## src/rtl/display_pkg.sv

```systemverilog
// Shared constants and helpers for the scanned 7-segment display driver and its monitors.
// Segment patterns are active-low, a..g in bits 7..1 and dp in bit 0.
package display_pkg;

    localparam int         N_DIGITS = 8;
    localparam logic [3:0] CODE_BAD = 4'hF;

    localparam logic [7:0] SEG_0     = 8'b0000_0011;
    localparam logic [7:0] SEG_1     = 8'b1001_1111;
    localparam logic [7:0] SEG_2     = 8'b0010_0101;
    localparam logic [7:0] SEG_3     = 8'b0000_1101;
    localparam logic [7:0] SEG_4     = 8'b1001_1001;
    localparam logic [7:0] SEG_5     = 8'b0100_1001;
    localparam logic [7:0] SEG_6     = 8'b0100_0001;
    localparam logic [7:0] SEG_7     = 8'b0001_1111;
    localparam logic [7:0] SEG_8     = 8'b0000_0001;
    localparam logic [7:0] SEG_9     = 8'b0000_1001;
    localparam logic [7:0] SEG_BLANK = 8'b1111_1111;

    typedef enum logic [1:0] {SLOT_BLANK, SLOT_ONE, SLOT_MULTI} slot_kind_t;

    typedef struct packed {
        slot_kind_t kind;
        logic [2:0] idx;
    } slot_t;

    typedef enum logic {ST_IDLE, ST_COLLECT} cap_state_t;

    // Classify an active-low enable bus: no digit, exactly one digit, or a driver fault.
    function automatic slot_t classify_en(input logic [N_DIGITS-1:0] en);
        slot_t r;
        int    zeros;
        r.kind = SLOT_BLANK;
        r.idx  = 3'd0;
        zeros  = 0;
        for (int i = 0; i < N_DIGITS; i++) begin
            if (!en[i]) begin
                zeros++;
                r.idx = 3'(i);
            end
        end
        if (zeros == 1)
            r.kind = SLOT_ONE;
        else if (zeros > 1)
            r.kind = SLOT_MULTI;
        return r;
    endfunction

endpackage

```

## src/rtl/seg7_decode.sv

```systemverilog
// Combinational 7-segment to BCD decoder; dp is not an input.
// Blank decodes to CODE_BAD with ok=1; any unknown pattern gives CODE_BAD with ok=0.
module seg7_decode
    import display_pkg::*;
(
    input  logic [6:0] seg,
    output logic [3:0] code,
    output logic       ok
);

    always_comb begin
        // NOTE: every output gets a default first so no path through the case infers a latch.
        code = CODE_BAD;
        ok   = 1'b1;
        case (seg)
            SEG_0[7:1]:     code = 4'd0;
            SEG_1[7:1]:     code = 4'd1;
            SEG_2[7:1]:     code = 4'd2;
            SEG_3[7:1]:     code = 4'd3;
            SEG_4[7:1]:     code = 4'd4;
            SEG_5[7:1]:     code = 4'd5;
            SEG_6[7:1]:     code = 4'd6;
            SEG_7[7:1]:     code = 4'd7;
            SEG_8[7:1]:     code = 4'd8;
            SEG_9[7:1]:     code = 4'd9;
            SEG_BLANK[7:1]: code = CODE_BAD;
            default:        ok   = 1'b0;
        endcase
    end

endmodule

```

## src/rtl/display_capture.sv

```systemverilog
// Rebuilds the 8-digit BCD image from the multiplexed display buses: debounce each scan
// slot, decode it, collect until every digit is seen, then publish the frame atomically.
module display_capture
    import display_pkg::*;
#(
    parameter int STABLE_CYC = 4,
    parameter int TIMEOUT    = 1024,
    parameter int TO_W       = 11
) (
    input  logic                    clk,
    input  logic                    rst,
    input  logic                    clr,
    input  logic [7:0]              led_en,
    input  logic [7:0]              led_cx,
    output logic [4*N_DIGITS-1:0]   digits,
    output logic [N_DIGITS-1:0]     digit_ok,
    output logic                    frame_done,
    output logic                    active,
    output logic                    en_err
);

    localparam int STAB_W = $clog2(STABLE_CYC) + 1;

    logic [7:0]            s_en, s_cx;
    logic [STAB_W-1:0]     stab;
    logic                  done_slot;
    logic                  same, eval;
    slot_t                 slot;
    logic [3:0]            dec_code;
    logic                  dec_ok;

    logic                  cmt_v, cmt_ok;
    logic [2:0]            cmt_idx;
    logic [3:0]            cmt_code;
    logic                  commit, publish, timeout_hit;

    logic [4*N_DIGITS-1:0] shadow;
    logic [N_DIGITS-1:0]   shadow_ok, seen;
    logic [TO_W-1:0]       to_cnt;
    cap_state_t            state, state_nx;

    seg7_decode u_dec (
        .seg  (s_cx[7:1]),
        .code (dec_code),
        .ok   (dec_ok)
    );

    assign slot = classify_en(s_en);
    assign same = ({led_en, led_cx} == {s_en, s_cx});
    assign eval = same && (stab == STAB_W'(STABLE_CYC - 1)) && !done_slot;

    always_ff @(posedge clk or negedge rst) begin
        // NOTE: sequential state uses <= so every register sees pre-edge values.
        if (!rst) begin
            s_en      <= 8'hFF;
            s_cx      <= 8'hFF;
            stab      <= '0;
            done_slot <= 1'b0;
        end else begin
            s_en <= led_en;
            s_cx <= led_cx;
            if (!same) begin
                stab      <= '0;
                done_slot <= 1'b0;
            end else if (stab < STAB_W'(STABLE_CYC - 1)) begin
                stab <= stab + 1'b1;
            end else if (!done_slot) begin
                done_slot <= 1'b1;
            end
        end
    end

    // Registered decode result: a single-digit slot becomes a commit one cycle after evaluation.
    always_ff @(posedge clk or negedge rst) begin
        if (!rst) begin
            cmt_v    <= 1'b0;
            cmt_idx  <= 3'd0;
            cmt_code <= 4'd0;
            cmt_ok   <= 1'b0;
            en_err   <= 1'b0;
        end else begin
            cmt_v    <= eval && (slot.kind == SLOT_ONE);
            cmt_idx  <= slot.idx;
            cmt_code <= dec_code;
            cmt_ok   <= dec_ok;
            if (clr)
                en_err <= 1'b0;
            else if (eval && (slot.kind == SLOT_MULTI))
                en_err <= 1'b1;
        end
    end

    assign commit      = cmt_v && !clr;
    assign publish     = (state == ST_COLLECT) && (seen == '1) && !clr;
    assign timeout_hit = (state == ST_COLLECT) && !commit && !publish
                         && (to_cnt == TO_W'(TIMEOUT - 1));

    always_ff @(posedge clk or negedge rst) begin
        if (!rst) begin
            // NOTE: the shadow frame is reset too, so a reset mid-frame can never leak old digits.
            shadow     <= '0;
            shadow_ok  <= '0;
            seen       <= '0;
            to_cnt     <= '0;
            digits     <= '0;
            digit_ok   <= '0;
            frame_done <= 1'b0;
        end else begin
            frame_done <= publish;
            if (commit) begin
                shadow[4*cmt_idx +: 4] <= cmt_code;
                shadow_ok[cmt_idx]     <= cmt_ok;
            end
            if (publish) begin
                digits   <= shadow;
                digit_ok <= shadow_ok;
            end

            if (clr || timeout_hit)
                seen <= '0;
            else if (publish)
                seen <= commit ? (N_DIGITS'(1) << cmt_idx) : '0;
            else if (commit)
                seen[cmt_idx] <= 1'b1;

            if (clr || commit || timeout_hit || state == ST_IDLE)
                to_cnt <= '0;
            else
                to_cnt <= to_cnt + 1'b1;
        end
    end

    always_ff @(posedge clk or negedge rst) begin
        if (!rst)
            state <= ST_IDLE;
        else
            state <= state_nx;
    end

    always_comb begin
        state_nx = state;
        active   = 1'b0;
        case (state)
            ST_IDLE: begin
                if (commit)
                    state_nx = ST_COLLECT;
            end
            ST_COLLECT: begin
                active = 1'b1;
                if (timeout_hit)
                    state_nx = ST_IDLE;
            end
            default: state_nx = ST_IDLE;
        endcase
        if (clr)
            state_nx = ST_IDLE;
    end

endmodule

```

## config.mk

```make
export PLATFORM = sky130hd
export DESIGN_NAME = display_capture
export DESIGN_NICKNAME = d
export VERILOG_FILES = /design/src/rtl/display_pkg.sv /design/src/rtl/seg7_decode.sv /design/src/rtl/display_capture.sv
export SDC_FILE = /design/constraint.sdc
export NUM_CORES = 1
export LEC_CHECK = 0
export BUFFER_PORTS_ARGS = -buffer_cell sky130_fd_sc_hd__buf_2
export CORE_MARGIN = 4
export CORE_UTILIZATION = 50
export DETAILED_ROUTE_END_ITERATION = 7
export PLACE_DENSITY = 0.74
export RECOVER_POWER = 100
export SYNTH_ARGS = -nofsm -noshare
export SYNTH_HDL_FRONTEND = slang
export SYNTH_SLANG_ARGS = --single-unit
```

## constraint.sdc

```tcl
create_clock -name clk -period 4.3 [get_ports clk]
set_input_delay 0 -clock clk [delete_from_list [all_inputs] [get_ports clk]]
set_output_delay 0 -clock clk [all_outputs]
set_load 0.01 [all_outputs]
```

==> impl_metrics.csv <==
group,metric,value,unit
setup_path,critPathRequiredTime,4.59,ns
synth,muxShareOfSynthArea,0.129,
flow_run,drv_cap,3,
routing,wirelength,12600,µm
floorplan,row_count,40,
layout,area_delta_synth_final,20.1,%
clocking,cts_tree,"done",
global_route,grt_max_degree,82,
setup_path,worstSetupPathType,"reg2reg",
synth,yosysSeqAreaShare,0.541,
clocking,clk_latency,0.41,ns
clocking,cts-root-buf,"clkbuf_16",
sta,holdWs,0.244,ns
global_route,grt_antenna_before_repair,0,
clocking,clockBufferDepth,2,
routing,vias,4236,
sta,slew_headroom,-0.708,
synth,synth-simple-area-share,0.135,
routing,drt_iter0_markers,253,
pwr,p_per_area,410,nW/µm²
outcome,violations,"max-capacitance violations, max-slew violations",
synth,async_flop_share,1.00,
sta,slew_viol_final,179,
outcome,status,"finished with violations",
sta,setup_violations,0,
worst_hold_path,hold_path_class,"in2reg",
global_route,grt_pass1_wl,21100,µm
global_route,grtUsageTotal,0.187,
global_route,grt_overflow,0,
global_route,grt_pass1_vias,4321,
sta,timing.fmax,0.242,GHz
synth,synth_top_family_by_area,"simple AND/OR/NAND/NOR gates",
synth,synth_xor_area_frac,0.0606,
synth,ys.flop_type,"dfrtp_1",
setup_path,cp_data_arrival_time,4.43,ns
clocking,cts_max_level,4,
layout,insertedDiodeCount,0,
clocking,cts.clk_slew.worst_paths,0.06,ns
setup_path,reg2reg_from,"s_en[0]",
place,globalplace.congestion,0.844,
clocking,cts_buffers,17,
layout,nets,651,
synth,syn-mean-instance-area,11.4,µm²
routing,drtAntennaViolNets,0,
setup_path,crit_start,"s_en[0]",
synth,synth_nets,569,
floorplan,die_x,118,µm
place,post-dp-hpwl,8410,µm
synth,ys_ff_latch,131,
setup_path,start_kind,"register",
layout,drive_gt1_frac,0.217,
layout,fin_util,0.612,
synth,synth_edf_count,0,
synth,synth_compound_area_frac,0.0682,
synth,synth_cell_types,53,
sta,period_minus_slack,4.14,ns
clocking,clock_sinks,131,
sta,worst_pin_slew,2.56,ns
synth,synth_fa_ha_area_frac,0.0349,
routing,via_per_inst,5.47,
synth,syn_inst,533,
routing,wl_per_cell,16.2,µm
synth,syn_area,6090,µm²
place,io_buffers,61,
floorplan,die_h,118,µm
sta,fin_skew,0.0104,ns
sta,fin_crit_sh,0.963,
layout,final_cell_mix,"dfrtp_1, clkbuf_1, mux2_2, nor2_1, nand2_1",
setup_path,worstSetupEndpointType,"register",
sta,report.final.hold_viol_count,0,
floorplan,pin_count,62,
synth,yosysWarnings,0,
pwr,p_leak,3.27,nW
setup_path,crit_fanout,4,
floorplan,die_area,14000,µm²
layout,fillers,958,
layout,final_common_cell,"dfrtp_1",
routing,drc,0,
pwr,peakVddDrop,0.218,mV
floorplan,start_util,0.509,
floorplan,core,12000,µm²
worst_hold_path,hp-start,"led_cx[1]",
routing,dr.pass1.iters,4,
==> cell usage after synthesis (8+ instances only) <==
cell,n,area share
nor2_1,43,0.026
nor4_1,8,0.0082
a211oi_1,10,0.012
mux2i_1,10,0.016
nand3_1,21,0.017
mux2_2,61,0.11
xnor2_1,10,0.014
nand2b_1,8,0.0082
dfrtp_1,115,0.47
dfstp_2,16,0.069
inv_1,24,0.015
a21oi_1,8,0.0066
o21ai_0,22,0.018
xor2_1,23,0.033
nor3_1,11,0.0090
nand2_1,39,0.024
ha_1,17,0.035
clkbuf_1,23,0.014
==> per-stage QoR <==
step | power [mW] | cells | worst slack, ns | setup TNS, ns | area [µm²]
2_1_floorplan | 1.48 | 533 | 0.162 | 0 | 6090
3_3_place_gp | 1.54 | 720 | 0.0936 | 0 | 6520
3_5_place_dp | 1.56 | 720 | -0.213 | -0.350 | 6520
4_1_cts | 2.99 | 771 | 0.0210 | 0 | 7320
5_1_grt | 3.13 | 774 | -0.0426 | -0.0699 | 7320
6_report | 3.00 | 774 | 0.161 | 0 | 7320
==> state kept, by name, indices dropped and copies added, names as in the netlist, 8 cells and up <==
name       cells
shadow_ok      8
seen           8
digits        32
s_en           8
shadow        32
to_cnt        11
s_cx           8
digit_ok       8
==> per-layer routing <==
layer,track usage,share of wire,vias up,wire (µm)
met4,0.0695,0.016,0,206
met1,0.230,0.43,2097,5400
li1,-,-,2026,-
met5,0,0,-,0
met2,0.314,0.51,95,6460
met3,0.0541,0.040,18,499
==> cell families (layout without fill, tap and decap cells) <==
family | Yosys count | after routing
compound gates | 62 | 62
mux | 71 | 71
buf+inv | 49 | 143
flops | 131 | 131
simple gates | 166 | 166
xor+xnor | 37 | 37
fa+ha+maj | 17 | 17
==> critical path: stages (launching register included) <==
cell and delay, ns:
dfstp_2 0.56, inv_2 0.07, ha_1 0.19, and2_1 0.20
o21ai_2 0.27, nand2_1 0.14, ha_4 0.30, nor2_4 0.04
a31oi_4 0.21, ha_4 0.24, o22ai_2 0.14, a31o_2 0.14
inv_1 0.09, ha_4 0.29, nor2_2 0.05, a21oi_1 0.14
ha_2 0.23, a211oi_1 0.10, a31oi_1 0.19, nand4_1 0.13
o41a_1 0.32
==> path summary, 6_finish.rpt <==
| kind | to | slack (ns) | depth (start not counted) |
|---|---|---|---|
| worst min register to register | shadow[7] | 0.47 | 2 |
| max in group asynchronous | seen[0] | 1.95 | 3 |
| worst min-delay path | s_cx[1] | 0.24 | 2 |
| min in group asynchronous | shadow_ok[3] | 0.57 | 3 |
| worst max register to register | en_err | 0.16 | 20 |
| worst max-delay path | en_err | 0.16 | 20 |
==> layout make-up <==
cell class | instances | area [µm²] | area share
timing repair buffer | 88 | 470 | 0.0643
clock buffer | 18 | 439 | 0.0600
inverter | 24 | 90.1 | 0.0123
clock inverter | 13 | 136 | 0.0186
sequential | 131 | 3300 | 0.451
tap | 147 | 184 | 0.0251
multi-input combinational | 353 | 2700 | 0.369
==> where the power goes <==
part	internal, mW	switching, mW	total [mW]
logic	0.152	0.185	0.337
registers	1.25	0.0285	1.28
clock network	0.863	0.523	1.39
==> what timing repair did <==
action                                  in CTS  in global routing
endpoints found under the setup margin       2                  2
hold buffers                                19                  0
resized for setup                            6                 10
cloned                                       0                  0
hold endpoints to repair                   132                  0
buffers inserted                             1                  3
pin swaps                                    1                  5
Power figures use the tool's default switching activity.
